--- src/rtl/awg_dac_spi.sv ---
// AWG sample to serial DAC bridge: 16-bit SPI frames {CFG, sample},
// one-entry holding register, LDAC strobe after each frame.
module awg_dac_spi #(
    parameter int unsigned CLK_DIV = 2,
    parameter logic [3:0]  CFG     = 4'b0011
) (
    input  logic        ck,
    input  logic        rst,
    input  logic [11:0] sample,
    input  logic        valid,
    output logic        ready,
    output logic        cs_n,
    output logic        sclk,
    output logic        mosi,
    output logic        ldac_n,
    output logic        overrun
);

    typedef enum logic [1:0] {
        IDLE,
        SHIFT,
        CSHI,
        LDAC
    } state_t;

    localparam logic [7:0] LP_TM1 = 8'(CLK_DIV - 1);

    state_t      r_state;
    logic [7:0]  r_div;
    logic [4:0]  r_bit;
    logic [15:0] r_shift;
    logic [11:0] r_hold;
    logic        r_full;
    logic        r_cs_n;
    logic        r_sclk;
    logic        r_mosi;
    logic        r_ldac_n;
    logic        r_ovr;

    logic        w_last;
    logic        w_ldac_end;
    logic        w_start;
    logic        w_wr_hold;
    logic [15:0] w_frame;

    assign w_last     = (r_div == LP_TM1);
    assign w_ldac_end = (r_state == LDAC) && w_last;
    assign w_start    = ((r_state == IDLE) && (r_full || valid)) ||
                        (w_ldac_end && r_full);
    // A held sample always goes out before a freshly arriving one.
    assign w_frame    = r_full ? {CFG, r_hold} : {CFG, sample};
    assign w_wr_hold  = valid && !((r_state == IDLE) && !r_full);

    always_ff @(posedge ck) begin
        if (rst) begin
            r_state  <= IDLE;
            r_div    <= '0;
            r_bit    <= '0;
            r_shift  <= '0;
            r_hold   <= '0;
            r_full   <= 1'b0;
            r_cs_n   <= 1'b1;
            r_sclk   <= 1'b0;
            r_mosi   <= 1'b0;
            r_ldac_n <= 1'b1;
            r_ovr    <= 1'b0;
        end else begin
            // Overwriting a full register is an overrun unless it drains now.
            if (w_wr_hold) begin
                r_hold <= sample;
                r_full <= 1'b1;
                if (r_full && !w_start)
                    r_ovr <= 1'b1;
            end else if (w_start && r_full) begin
                r_full <= 1'b0;
            end

            if (w_start) begin
                r_state  <= SHIFT;
                r_shift  <= w_frame;
                r_mosi   <= w_frame[15];
                r_cs_n   <= 1'b0;
                r_sclk   <= 1'b0;
                r_ldac_n <= 1'b1;
                r_bit    <= '0;
                r_div    <= '0;
            end else begin
                unique case (r_state)
                    IDLE: begin
                        r_div <= '0;
                    end
                    SHIFT: begin
                        if (!w_last) begin
                            r_div <= r_div + 8'd1;
                        end else if (!r_sclk) begin
                            r_div  <= '0;
                            r_sclk <= 1'b1;
                        end else if (r_bit == 5'd15) begin
                            r_div   <= '0;
                            r_state <= CSHI;
                            r_cs_n  <= 1'b1;
                            r_sclk  <= 1'b0;
                            r_mosi  <= 1'b0;
                        end else begin
                            r_div   <= '0;
                            r_bit   <= r_bit + 5'd1;
                            r_sclk  <= 1'b0;
                            r_mosi  <= r_shift[14];
                            r_shift <= {r_shift[14:0], 1'b0};
                        end
                    end
                    CSHI: begin
                        if (w_last) begin
                            r_div    <= '0;
                            r_state  <= LDAC;
                            r_ldac_n <= 1'b0;
                        end else begin
                            r_div <= r_div + 8'd1;
                        end
                    end
                    LDAC: begin
                        if (w_last) begin
                            r_div    <= '0;
                            r_state  <= IDLE;
                            r_ldac_n <= 1'b1;
                        end else begin
                            r_div <= r_div + 8'd1;
                        end
                    end
                endcase
            end
        end
    end

    assign ready   = !r_full;
    assign cs_n    = r_cs_n;
    assign sclk    = r_sclk;
    assign mosi    = r_mosi;
    assign ldac_n  = r_ldac_n;
    assign overrun = r_ovr;

endmodule

--- config.mk ---
export PLATFORM = sky130hd
export DESIGN_NAME = awg_dac_spi
export DESIGN_NICKNAME = d
export VERILOG_FILES = /design/src/rtl/awg_dac_spi.sv
export SDC_FILE = /design/constraint.sdc
export NUM_CORES = 1
export LEC_CHECK = 0
export ABC_AREA = 1
export BUFFER_PORTS_ARGS = -buffer_cell sky130_fd_sc_hd__buf_4
export CORE_UTILIZATION = 55
export CTS_CLUSTER_SIZE = 12
export DETAILED_ROUTE_END_ITERATION = 10
export PLACE_DENSITY = 0.84
export SYNTH_ARGS = -nofsm -noshare
export SYNTH_HDL_FRONTEND = slang
export SYNTH_SLANG_ARGS = --single-unit
--- constraint.sdc ---
create_clock -name ck -period 2.6 [get_ports ck]
set_clock_uncertainty 0.05 [all_clocks]
set_input_delay 0.26 -clock ck [delete_from_list [all_inputs] [get_ports ck]]
set_output_delay 0.26 -clock ck [all_outputs]
set_load 0.02 [all_outputs]
==> impl_metrics.ini <==
[status]
status = completed

[pwr]
clkPwrFrac_pct = 23.4
ir_worst_vdd_mv = 0.350
p_leak_uw = 0.00100
power_frac_comb_pct = 28.2
internal-power_uw = 1290
swShare_pct = 34.0
p_sw_uw = 664
power.density_nw_per_um2 = 757
seq_power_share_pct = 48.3

[synth]
yosysTopAreaCellShare_pct = 41.2
ys_seq_elements = 48
synth_cell_types = 30
synthTopCellsByCount = nor2_1, dfxtp_1, nand2_1
synth_edf_count = 0
synth_warnings = 0
synth_area_leader_cell = dfxtp_1
synthMostInstantiatedCell = nor2_1
syn_avg_cell_area_um2 = 7.98
synth.net_count = 316
async_reset_ff_share_pct = 0
ys_seq_area_share_pct = 41.2
synth_flop_cell = dfxtp_1
syn_area_um2 = 2330
syn-instance-count = 292
synth_area_leaders = dfxtp_1, nor2_1, a21oi_1, nand2_1, ha_1

[clock_tree]
cts_hold_buf = 0
clock_sinks = 48
cts_tree = done
clockRootBuffer = clkbuf_8
cts.htree.levels = 2
clock_latency_ns = 0.31
clock_path_buffers = 2
cts_resized = 0
cts_made_buffers = 5
post_cts_buffers = 0
cts.clk_slew.worst_paths_ns = 0.08

[route]
via_per_inst = 5.31
first_pass_iters = 4
wl_um = 4460
routedWlPerCell_um = 12.4
drt_iter0_drc = 173
drc = 0
num_vias = 1910
antenna_left = 0

[grt]
antenna_found_initial = 0
grt_max_degree = 18
grt-ovfl-total = 0
grt_pass1_vias = 1680
grt_usage_pct = 22.0
grt_pass1_wl_um = 7480

[worst_setup_path]
end_kind = register
arrival_ns = 1.97
cp_max_fo = 15
crit_required_ns = 2.75
path_class = register to register
rr_worst_depth = 7
start_kind = register

[timing]
max_freq_ghz = 0.552
hold_slack_ns = 0.154
hold_violations = 0
slew_viol_final = 0
finalSetupViolCount = 0
fin_crit_sh_pct = 69.7
finalSetupTns_ns = 0
rsz0062_at_grt = no
period_needed_ns = 1.81
tightest_slew_ns = 0.480
max_slew_margin_pct = 68.0

[die]
io_pins = 21
fp.dieW_um = 67.1
dieHeight_um = 67.1
coreArea_um2 = 4030
start_util_pct = 57.8
num_rows = 23
die_area_um2 = 4500

[cells_and_area]
fin_nets = 333
drive_above_1_share_pct = 18.1
fillers = 336
layout.cells.non_filler = 360
syn2layout_area_growth_pct = 10.7
diodes = 0

[place]
hpwl_um = 3240
place_inst = 352
gp_congestion = 0.900
port_buffers = 20

[min_path]
worstHoldPathType = input pin to register
hold_path_depth = 3

[job]
maxCapViolCount = 0
flip-flops by register name, indices dropped and copies added (netlist names):
| name | count |
|---|---|
| ldac_n | 1 |
| r_state | 2 |
| mosi | 1 |
| overrun | 1 |
| r_hold | 12 |
| r_shift | 15 |
| cs_n | 1 |
| r_div | 8 |
| sclk | 1 |
| r_full | 1 |
| r_bit | 5 |
critical path, stage by stage (launching register included):
cell and delay, ns:
dfxtp_1 0.38, ha_1 0.18, nand2_1 0.06, nor2_1 0.09, ha_1 0.29, nand3_2 0.31
a21oi_1 0.28, nor2_2 0.05
placed cells by master, fill, tap and decap left out, types with 2 or more instances in the layout:
| cell | Yosys | routed |
|---|---|---|
| nand2_1 | 35 | 35 |
| dfxtp_1 | 48 | 48 |
| ha_1 | 9 | 9 |
| o21ai_2 | 11 | 11 |
| nor2_1 | 58 | 58 |
| nand3_1 | 9 | 9 |
| xnor2_1 | 2 | 2 |
| nor3_1 | 3 | 3 |
| a21oi_1 | 33 | 33 |
| mux2i_1 | 11 | 11 |
| nand4_1 | 2 | 2 |
| xor2_1 | 6 | 6 |
| buf_4 | 2 | 21 |
| nand3_4 | 2 | 2 |
| clkbuf_8 | 0 | 6 |
| nand2_4 | 2 | 2 |
| inv_1 | 16 | 16 |
| o21ai_0 | 18 | 18 |
| nand3_2 | 2 | 2 |
| nor2_2 | 5 | 5 |
| inv_2 | 2 | 2 |
metal layers:
metal | track usage, % | wire length, um
met1 | 29.6 | 2210
met2 | 33.9 | 1990
met3 | 6.16 | 200
met4 | 6.38 | 59
met5 | 0 | 0
final timing paths:
check	startpoint	to	slack, ns
max	r_bit[0]	r_shift[13]	0.79
min	sample[4]	r_hold[4]	0.15
max reg2reg	r_bit[0]	r_shift[13]	0.79
min reg2reg	overrun	overrun	0.41
stage by stage:
step	utilization [%]	setup WS (ns)	total power, uW	area [um^2]
global placement	61.7	0.858	1490	2490
detailed placement	61.7	0.820	1510	2490
CTS	64.0	0.783	1970	2580
finish	64.0	0.787	1950	2580
global route	64.0	0.561	2080	2580
floorplan	-	1.01	1390	2330
cell families after synthesis:
group                      share of synthesized area, %
adders and majority gates                          4.83
DFF                                                41.2
xor gates and xnor gates                           3.01
muxes                                              4.73
AOI/OAI and AO/OA                                  16.0
and+or+nand+nor                                    24.3
buffers and inverters                              5.91
layout make-up:
class / count / area, um^2 / area share [%]
Clock buffer: 7 / 86.3 / 3.35
Sequential cell: 48 / 961 / 37.2
Inverter: 19 / 73.8 / 2.86
Tap cell: 50 / 62.6 / 2.42
Multi-Input combinational cell: 214 / 1230 / 47.7
Clock inverter: 1 / 7.51 / 0.291
Timing Repair Buffer: 21 / 158 / 6.11
power groups by stage:
| stage | Combinational, uW | Clock [uW] | Sequential, uW |
|---|---|---|---|
| after floorplan | 448 | 0 | 941 |
| after global placement | 536 | 0 | 955 |
| after detailed placement | 551 | 0 | 960 |
| after CTS | 554 | 471 | 943 |
| after global routing | 621 | 499 | 958 |
| final | 552 | 457 | 944 |
Note: power is estimated with default switching activity, not from simulation.
